**src/rtl/uart_pkg.sv**
```systemverilog
// Shared UART definitions for the transmit shifter and the future receiver checker.
// Holds the line levels, the TX state encoding, the frame-length helper and the
// parity helper.
package uart_pkg;

  localparam logic IDLE_LEVEL  = 1'b1;
  localparam logic START_LEVEL = 1'b0;
  localparam logic STOP_LEVEL  = 1'b1;

  // Widest data word any UART block in this slice handles.
  localparam int unsigned MAX_DATA_W = 9;

  typedef enum logic {
    StIdle = 1'b0,
    StBusy = 1'b1
  } tx_state_e;

  // Total bits on the line for one frame: start + data + optional parity + stop bits.
  function automatic int unsigned frame_len(input int unsigned data_w,
                                            input int unsigned parity_en,
                                            input int unsigned stop_bits);
    return 1 + data_w + ((parity_en != 0) ? 1 : 0) + stop_bits;
  endfunction

  // Data is zero-extended to MAX_DATA_W by callers; extra zeros leave the XOR unchanged.
  function automatic logic parity_bit(input logic [MAX_DATA_W-1:0] data, input logic odd);
    return (^data) ^ odd;
  endfunction

endpackage

```
**src/rtl/uart_tx_shifter_if.sv**
```systemverilog
// Strobe / status bundle between the UART TX FSM and the TX shifter.
//   load, shift, data_in : FSM -> shifter
//   tx_out               : serial line
//   frame_done, active, bit_index : shifter -> FSM status
// master = FSM side, slave = shifter side.
interface uart_tx_shifter_if #(
  parameter int unsigned DATA_W = 8
);

  logic              load;
  logic              shift;
  logic [DATA_W-1:0] data_in;
  logic              tx_out;
  logic              frame_done;
  logic              active;
  logic [3:0]        bit_index;

  modport master (
    output load, shift, data_in,
    input  tx_out, frame_done, active, bit_index
  );

  modport slave (
    input  load, shift, data_in,
    output tx_out, frame_done, active, bit_index
  );

endinterface

```
**src/rtl/uart_parity_gen.sv**
```systemverilog
// Combinational parity generator.
//   data_i   : data word (DATA_W bits)
//   odd_i    : 0 = even parity, 1 = odd parity
//   parity_o : parity bit to append so the frame has the requested parity
module uart_parity_gen
  import uart_pkg::*;
#(
  parameter int unsigned DATA_W = 8
) (
  input  logic [DATA_W-1:0] data_i,
  input  logic              odd_i,
  output logic              parity_o
);

  logic [MAX_DATA_W-1:0] data_ext;

  always_comb begin
    data_ext                = '0;
    data_ext[DATA_W-1:0]    = data_i;
    parity_o                = parity_bit(data_ext, odd_i);
  end

endmodule

```
**src/rtl/uart_tx_shifter.sv**
```systemverilog
// UART transmit datapath. Captures a word on load, serialises
// {stop bits, parity, data, start} LSB first on each shift strobe, and reports
// frame progress back to the TX FSM.
//   baud_rate_tx : bit clock, all logic on its rising edge
//   rst          : synchronous active-high reset
//   tx_if.load / shift / data_in : strobes and word from the FSM
//   tx_if.tx_out     : serial line, idle high
//   tx_if.frame_done : one-cycle pulse when the last stop bit has completed
//   tx_if.active     : high while a frame is in progress
//   tx_if.bit_index  : index of the bit currently on tx_out (0 = start bit)
module uart_tx_shifter
  import uart_pkg::*;
#(
  parameter int unsigned DATA_W     = 8,
  parameter int unsigned PARITY_EN  = 1,
  parameter int unsigned PARITY_ODD = 0,
  parameter int unsigned STOP_BITS  = 1
) (
  input  logic                 baud_rate_tx,
  input  logic                 rst,
  uart_tx_shifter_if.slave     tx_if
);

  localparam int unsigned FrameLen = frame_len(DATA_W, PARITY_EN, STOP_BITS);
  localparam logic [3:0]  LastIdx  = 4'(FrameLen - 1);
  localparam logic        OddPar   = (PARITY_ODD != 0);

  tx_state_e             state_q, state_d;
  logic [FrameLen-1:0]   frame_q, frame_d;
  logic [3:0]            idx_q, idx_d;
  logic                  done_q, done_d;

  logic                  parity;
  logic [FrameLen-1:0]   load_frame;

  uart_parity_gen #(
    .DATA_W (DATA_W)
  ) u_parity_gen (
    .data_i   (tx_if.data_in),
    .odd_i    (OddPar),
    .parity_o (parity)
  );

  // Stop bits fill the top of the register; parity (if any) sits just above the data.
  always_comb begin
    load_frame               = {FrameLen{STOP_LEVEL}};
    load_frame[0]            = START_LEVEL;
    load_frame[DATA_W:1]     = tx_if.data_in;
    if (PARITY_EN != 0) begin
      load_frame[DATA_W+1] = parity;
    end
  end

  always_comb begin
    state_d = state_q;
    frame_d = frame_q;
    idx_d   = idx_q;
    done_d  = 1'b0;
    if (tx_if.load) begin
      // Load wins over shift and silently aborts any frame in flight.
      state_d = StBusy;
      frame_d = load_frame;
      idx_d   = '0;
    end else if (tx_if.shift) begin
      unique case (state_q)
        StBusy: begin
          if (idx_q == LastIdx) begin
            // Last stop bit has had its full bit period; end the frame.
            state_d = StIdle;
            frame_d = {FrameLen{IDLE_LEVEL}};
            idx_d   = '0;
            done_d  = 1'b1;
          end else begin
            frame_d = {IDLE_LEVEL, frame_q[FrameLen-1:1]};
            idx_d   = idx_q + 4'd1;
          end
        end
        default: ;
      endcase
    end
  end

  always_ff @(posedge baud_rate_tx) begin
    if (rst) begin
      state_q <= StIdle;
      frame_q <= {FrameLen{IDLE_LEVEL}};
      idx_q   <= '0;
      done_q  <= 1'b0;
    end else begin
      state_q <= state_d;
      frame_q <= frame_d;
      idx_q   <= idx_d;
      done_q  <= done_d;
    end
  end

  // tx_out is the register LSB, so the line level is always a flop output.
  assign tx_if.tx_out     = frame_q[0];
  assign tx_if.active     = (state_q == StBusy);
  assign tx_if.bit_index  = idx_q;
  assign tx_if.frame_done = done_q;

endmodule

```
**src/flat_wrapper.sv**
```systemverilog
// flat-port wrapper written by rule: the top's interface ports become plain ports
module uart_tx_shifter_flat import uart_pkg::*;
#(
  parameter int unsigned DATA_W     = 8,
  parameter int unsigned PARITY_EN  = 1,
  parameter int unsigned PARITY_ODD = 0,
  parameter int unsigned STOP_BITS  = 1
)
  (baud_rate_tx, rst, tx_if_load, tx_if_shift, tx_if_data_in, tx_if_tx_out, tx_if_frame_done, tx_if_active, tx_if_bit_index);
  uart_tx_shifter_if #(.DATA_W(DATA_W)) tx_if_i ();
  input  logic baud_rate_tx;
  input  logic rst;
  input wire logic [$bits(tx_if_i.load)-1:0] tx_if_load;
  input wire logic [$bits(tx_if_i.shift)-1:0] tx_if_shift;
  input wire logic [$bits(tx_if_i.data_in)-1:0] tx_if_data_in;
  output wire logic [$bits(tx_if_i.tx_out)-1:0] tx_if_tx_out;
  output wire logic [$bits(tx_if_i.frame_done)-1:0] tx_if_frame_done;
  output wire logic [$bits(tx_if_i.active)-1:0] tx_if_active;
  output wire logic [$bits(tx_if_i.bit_index)-1:0] tx_if_bit_index;
  assign tx_if_i.load = tx_if_load;
  assign tx_if_i.shift = tx_if_shift;
  assign tx_if_i.data_in = tx_if_data_in;
  assign tx_if_tx_out = tx_if_i.tx_out;
  assign tx_if_frame_done = tx_if_i.frame_done;
  assign tx_if_active = tx_if_i.active;
  assign tx_if_bit_index = tx_if_i.bit_index;
  uart_tx_shifter #(.DATA_W(DATA_W), .PARITY_EN(PARITY_EN), .PARITY_ODD(PARITY_ODD), .STOP_BITS(STOP_BITS)) u_core (.baud_rate_tx(baud_rate_tx), .rst(rst), .tx_if(tx_if_i));
endmodule
```
**config.mk**
```make
export PLATFORM = sky130hd
export DESIGN_NAME = uart_tx_shifter_flat
export DESIGN_NICKNAME = d
export VERILOG_FILES = /design/src/rtl/uart_pkg.sv /design/src/rtl/uart_tx_shifter_if.sv /design/src/rtl/uart_parity_gen.sv /design/src/rtl/uart_tx_shifter.sv /design/src/flat_wrapper.sv
export SDC_FILE = /design/constraint.sdc
export NUM_CORES = 1
export LEC_CHECK = 0
export CAP_MARGIN = 20
export CORE_MARGIN = 2
export CORE_UTILIZATION = 47
export DETAILED_ROUTE_END_ITERATION = 6
export HOLD_SLACK_MARGIN = 0.1
export PLACE_DENSITY = 0.76
export SLEW_MARGIN = 10
export SYNTH_ARGS = -nofsm -noshare
export SYNTH_HDL_FRONTEND = slang
export SYNTH_HIERARCHICAL = 1
export SYNTH_SLANG_ARGS = --single-unit
```
**constraint.sdc**
```tcl
create_clock -name baud_rate_tx -period 1.5 [get_ports baud_rate_tx]
set_clock_uncertainty 0.15 [all_clocks]
set_input_delay 0.225 -clock baud_rate_tx [delete_from_list [all_inputs] [get_ports baud_rate_tx]]
set_output_delay 0.225 -clock baud_rate_tx [all_outputs]
set_load 0.05 [all_outputs]
```
# Word-level counts from Yosys, hierarchy flattened

Cells that the tools add are included.

Add/sub/neg operators: 1
Equal/unequal tests: 1
Mux-type cells: 10
Bitwise operators: 2
Reduce and logical (&&, ||, !) cells: 7

Operators with widths:

| operator                                     | number |
|---|---|
| two-way mux 10 bit                           | 4 |
| parity 9 bit                                 | 1 |
| two-way mux 1 bit                            | 5 |
| adder 4 x 1 -> 4 bit (second input constant) | 1 |
| equality test 4 bit (second input constant)  | 1 |
| two-way mux 4 bit                            | 1 |
| AND reduction 2 bit                          | 2 |
| nonzero test 2 bit                           | 2 |
| OR reduction 4 bit                           | 1 |
| NOT 1 bit                                    | 2 |
| OR reduction 2 bit                           | 1 |

Bits in registers: 17
Logic and storage cells: 26

# Longest topological paths before layout

Depth in word-level cells: 5
Mapped depth: 5
Depth with buffers taken out: 5

# Cells and area by module

The synthesis kept the hierarchy.

By module, submodules not included:

| module          | instances | cells each | area each (sq um) |
|---|---|---|---|
| uart_tx_shifter | 1         | 85         | 713.2 |
| uart_parity_gen | 1         | 7          | 82.6 |

# Worst setup path before layout

OpenSTA, ideal clock, no wires.

Kind: reg-to-reg
From: register u_core.idx_q[0], in the netlist u_core/tx_if.bit_index[0]
To: register u_core.state_q, in the netlist u_core/tx_if.active
Library setup time: 88 ps
Arrival: 1371 ps
Data required time: 1262 ps
Path slack: -109 ps
Stages on the path, launching flop included: 4
Buffers on the path: 1
Cells stage by stage: dfxtp_1 > and4bb_4 > buf_6 > a311oi_2

Longest elaborated chain between the ends: 5

RTL lines:

| item                   | RTL line              | source |
|---|---|---|
| start, declared        | uart_tx_shifter.sv:30 | `logic [3:0] idx_q, idx_d;` |
| start signal, assigned | uart_tx_shifter.sv:92 | `idx_q <= idx_d;` |
| equality test 4 bit    | uart_tx_shifter.sv:67 | `if (idx_q == LastIdx) begin` |
| two-way mux 1 bit      | uart_tx_shifter.sv:67 |  |
| two-way mux 1 bit      | uart_tx_shifter.sv:65 | `unique case (state_q)` |
| two-way mux 1 bit      | uart_tx_shifter.sv:64 | `end else if (tx_if.shift) begin` |
| two-way mux 1 bit      | uart_tx_shifter.sv:59 | `if (tx_if.load) begin` |
| end signal, assigned   | uart_tx_shifter.sv:85 | `state_q <= StIdle;` |
| end signal, assigned   | uart_tx_shifter.sv:90 | `state_q <= state_d;` |
| end, declared          | uart_tx_shifter.sv:28 | `tx_state_e state_q, state_d;` |

Every way passes these cells. The select of a mux whose other input is x is not followed.
A chain may end at the register's enable or synchronous reset.

# Worst setup path after layout

From: input tx_if_data_in[3]
To: register u_core.frame_q[9]

Longest elaborated chain between the ends: 2

RTL lines:

| item                 | RTL line              | source |
|---|---|---|
| start, declared      | flat_wrapper.sv:15    | `input wire logic [$bits(tx_if_i.data_in)-1:0] tx_if_data_in;` |
| parity 9 bit         | uart_pkg.sv:27        | `return (^data) ^ odd;` |
| via u_core.parity    | uart_tx_shifter.sv:33 | `logic parity;` |
| two-way mux 10 bit   | uart_tx_shifter.sv:59 |  |
| end signal, assigned | uart_tx_shifter.sv:86 | `frame_q <= {FrameLen{IDLE_LEVEL}};` |
| end signal, assigned | uart_tx_shifter.sv:91 | `frame_q <= frame_d;` |
| end, declared        | uart_tx_shifter.sv:29 | `logic [FrameLen-1:0] frame_q, frame_d;` |

The timed path passes the listed nets, and every way through them passes these cells.

==> results.yml <==
run_status:
  status: "finished, final reports clean"
synth:
  avgSynthCellArea_sq_um: 8.65
  syn_area_sq_um: 796
  synthCells: 92
  synth_top_area_share_pct: 40.3
  ys_top_cells_by_area: "dfxtp_1, nor3_1, xnor2_1"
  yosys_warnings: 6
  synth_cell_types: 27
  yosysSeqAreaShare_pct: 40.3
  ys_seq_elements: 16
  synth_nets: 104
  synth_area_leader_cell: "dfxtp_1"
cts:
  hold_buffers: 0
  cts.sinks: 16
  cts_htree_levels: 1
  clock_latency_ns: 0.29
  clk_pin_slew_worst_paths_ns: 0.09
  cts_tree: "built"
  cts_buffers: 3
  post_cts_buffers: 0
  root_buffer: "clkbuf_4"
  cts_buffer_depth: 2
die:
  start_util_pct: 51.6
  die_w_um: 45.1
  die-area_sq_um: 2040
  fp.coreArea_sq_um: 1540
  num_rows: 14
  pin_count: 19
  die_h_um: 45.1
global_route:
  grt_pass1_vias: 660
  antenna_found_initial: 0
  met3_usage_pct: 7.20
  grt_first_pass_wirelength_um: 2910
  grt_max_degree: 13
  grt.met2_usage_pct: 33.7
  busiest_layer: "met2"
  groute.usage.overall_pct: 20.5
  grtUsageMet1_pct: 23.9
  overflow: 0
route:
  drt-vias-per-instance: 5.49
  drtIter0Drc: 11
  vias: 736
  drc: 0
  postRouteAntennaNets: 0
  drt_wl_total_um: 1780
  drt-pass1-iter-count: 4
  wl_per_cell_um: 13.3
critical_path:
  startpoint: "tx_if_data_in[3]"
  crit_type: "in -> reg"
  cp-start-kind: "input port"
  reg2reg_slack_ns: 0.17
  cp.arrival_ns: 1.43
  slowest_stage: "clkdlybuf4s50_1"
  cp.required_ns: 1.54
  end_kind: "flip-flop"
  crit_path_max_incr_delay_ns: 0.53
  r2r-start: "u_core/tx_if.bit_index[0]"
  worst-path-max-fanout: 2
  path_cells: "clkdlybuf4s50_1, xnor2_2, xnor3_1, xnor2_1, nor2_1, o21ai_1"
pwr:
  ir_worst_vdd_v: 0.000570
  leakage_nw: 0.464
  p_per_area_nw_per_um2: 825
finish:
  layout-drive-gt1-share_pct: 25.4
  multi_input_area_sq_um: 437
  n_antenna_cell: 0
  filler_cell_count: 114
  seq_area_sq_um: 325
  final_common_cell: "dfxtp_1"
  layout.nets: 131
  utilization_pct: 75.4
  area_delta_synth_final_pct: 46.1
  layout_common_cells: "dfxtp_1, nor3_1, buf_4, a21oi_1, o21ai_1"
timing:
  clock.fmax_mhz: 720
  finalHoldViolCount: 0
  setup_ws_ns: 0.111
  fin_crit_ns: 1.39
  finalSetupViolCount: 0
  setup_tns_ns: 0
  fin_crit_sh_pct: 92.6
  rsz0062_at_grt: "false"
  drv_slew: 0
job:
  cap_violations: 0
placed_design:
  pre_cts_slack_ns: -0.342
  port_buffers: 18
  place_congestion: 0.819
  dp_hpwl_um: 1380
worst_hold_path:
  hold_path.class: "in -> reg"
  hold_start: "tx_if_data_in[4]"
-- layout make-up --
type	count	share of cell area [%]
timing repair buffer	28	28.3
tap	16	1.72
inverter	4	1.29
clock buffer	4	3.12
multi-input combinational	66	37.6
sequential	16	28.0
-- critical path, delay by kind of cell --
family	cells	cell delay (ns)
xor gates and xnor gates	3	0.50
buffers and inverters	1	0.53
and+or+nand+nor	1	0.09
AOI/OAI and AO/OA	1	0.08
-- kinds of logic after synthesis --
family                 after synthesis  synth area share, %
AND/OR/NAND/NOR                     24                 17.9
flip-flops                          16                 40.3
AO/OA/AOI/OAI                       32                 23.0
XOR/XNOR                             9                 12.6
buffers and inverters               10                 5.82
other                                1                0.471
-- per-stage QoR --
stage | cell area [sq um] | total power, mW | instances | hold slack (ns)
2_1_floorplan | 801 | 0.590 | 92 | 0.191
5_1_grt | 1160 | 1.01 | 134 | 0.141
4_1_cts | 1150 | 0.967 | 134 | 0.172
6_report | 1160 | 0.959 | 134 | 0.114
3_3_place_gp | 1110 | 0.678 | 130 | 0.339
3_5_place_dp | 1110 | 0.684 | 130 | 0.360
-- flip-flops by register name (all words and copies together) (netlist names) --
name,flops
u_core/frame_q,10
u_core/tx_if.bit_index,4
u_core/tx_if.active,1
u_core/tx_if.frame_done,1
-- worst paths after layout --
kind | end | depth (start not counted)
worst min-delay path | u_core/frame_q[5] | 3
worst max-delay path | u_core/frame_q[9] | 6
worst min register to register | u_core/frame_q[7] | 2
worst max register to register | u_core/frame_q[0] | 3
-- synth_stat cells --
master    number
a21o_1         1
a21oi_1        9
a311oi_1       1
a311oi_2       1
a31oi_1        1
and2_1         1
and4_1         1
and4bb_4       1
buf_2          1
buf_6          1
clkbuf_1       4
conb_1         1
dfxtp_1       16
inv_1          4
nand2_1        2
nand3b_1       2
nor2_1         4
nor2b_1        1
nor3_1        11
nor3b_2        1
o21ai_0        8
o21ai_1        9
o31ai_1        2
xnor2_1        6
xnor2_2        1
xnor3_1        1
xor2_1         1
-- power breakdown --
group / internal (mW) / total, mW / leakage (nW) / switching [mW]
clock network: 0.148 / 0.284 / 0.0210 / 0.136
logic: 0.114 / 0.207 / 0.309 / 0.0929
registers: 0.451 / 0.469 / 0.134 / 0.0177
total: 0.713 / 0.959 / 0.464 / 0.246
-- what timing repair did --
action	4_1_cts	5_1_grt
gates resized for setup	1	3
endpoints found under the setup margin	1	1
pin swaps	3	2
-- metal layers --
metal	up-vias	routed length, um
li1	379	-
met1	339	837
met2	14	853
met3	4	65
met4	0	28
met5	-	0
Note: power is estimated with default switching activity, not from simulation.
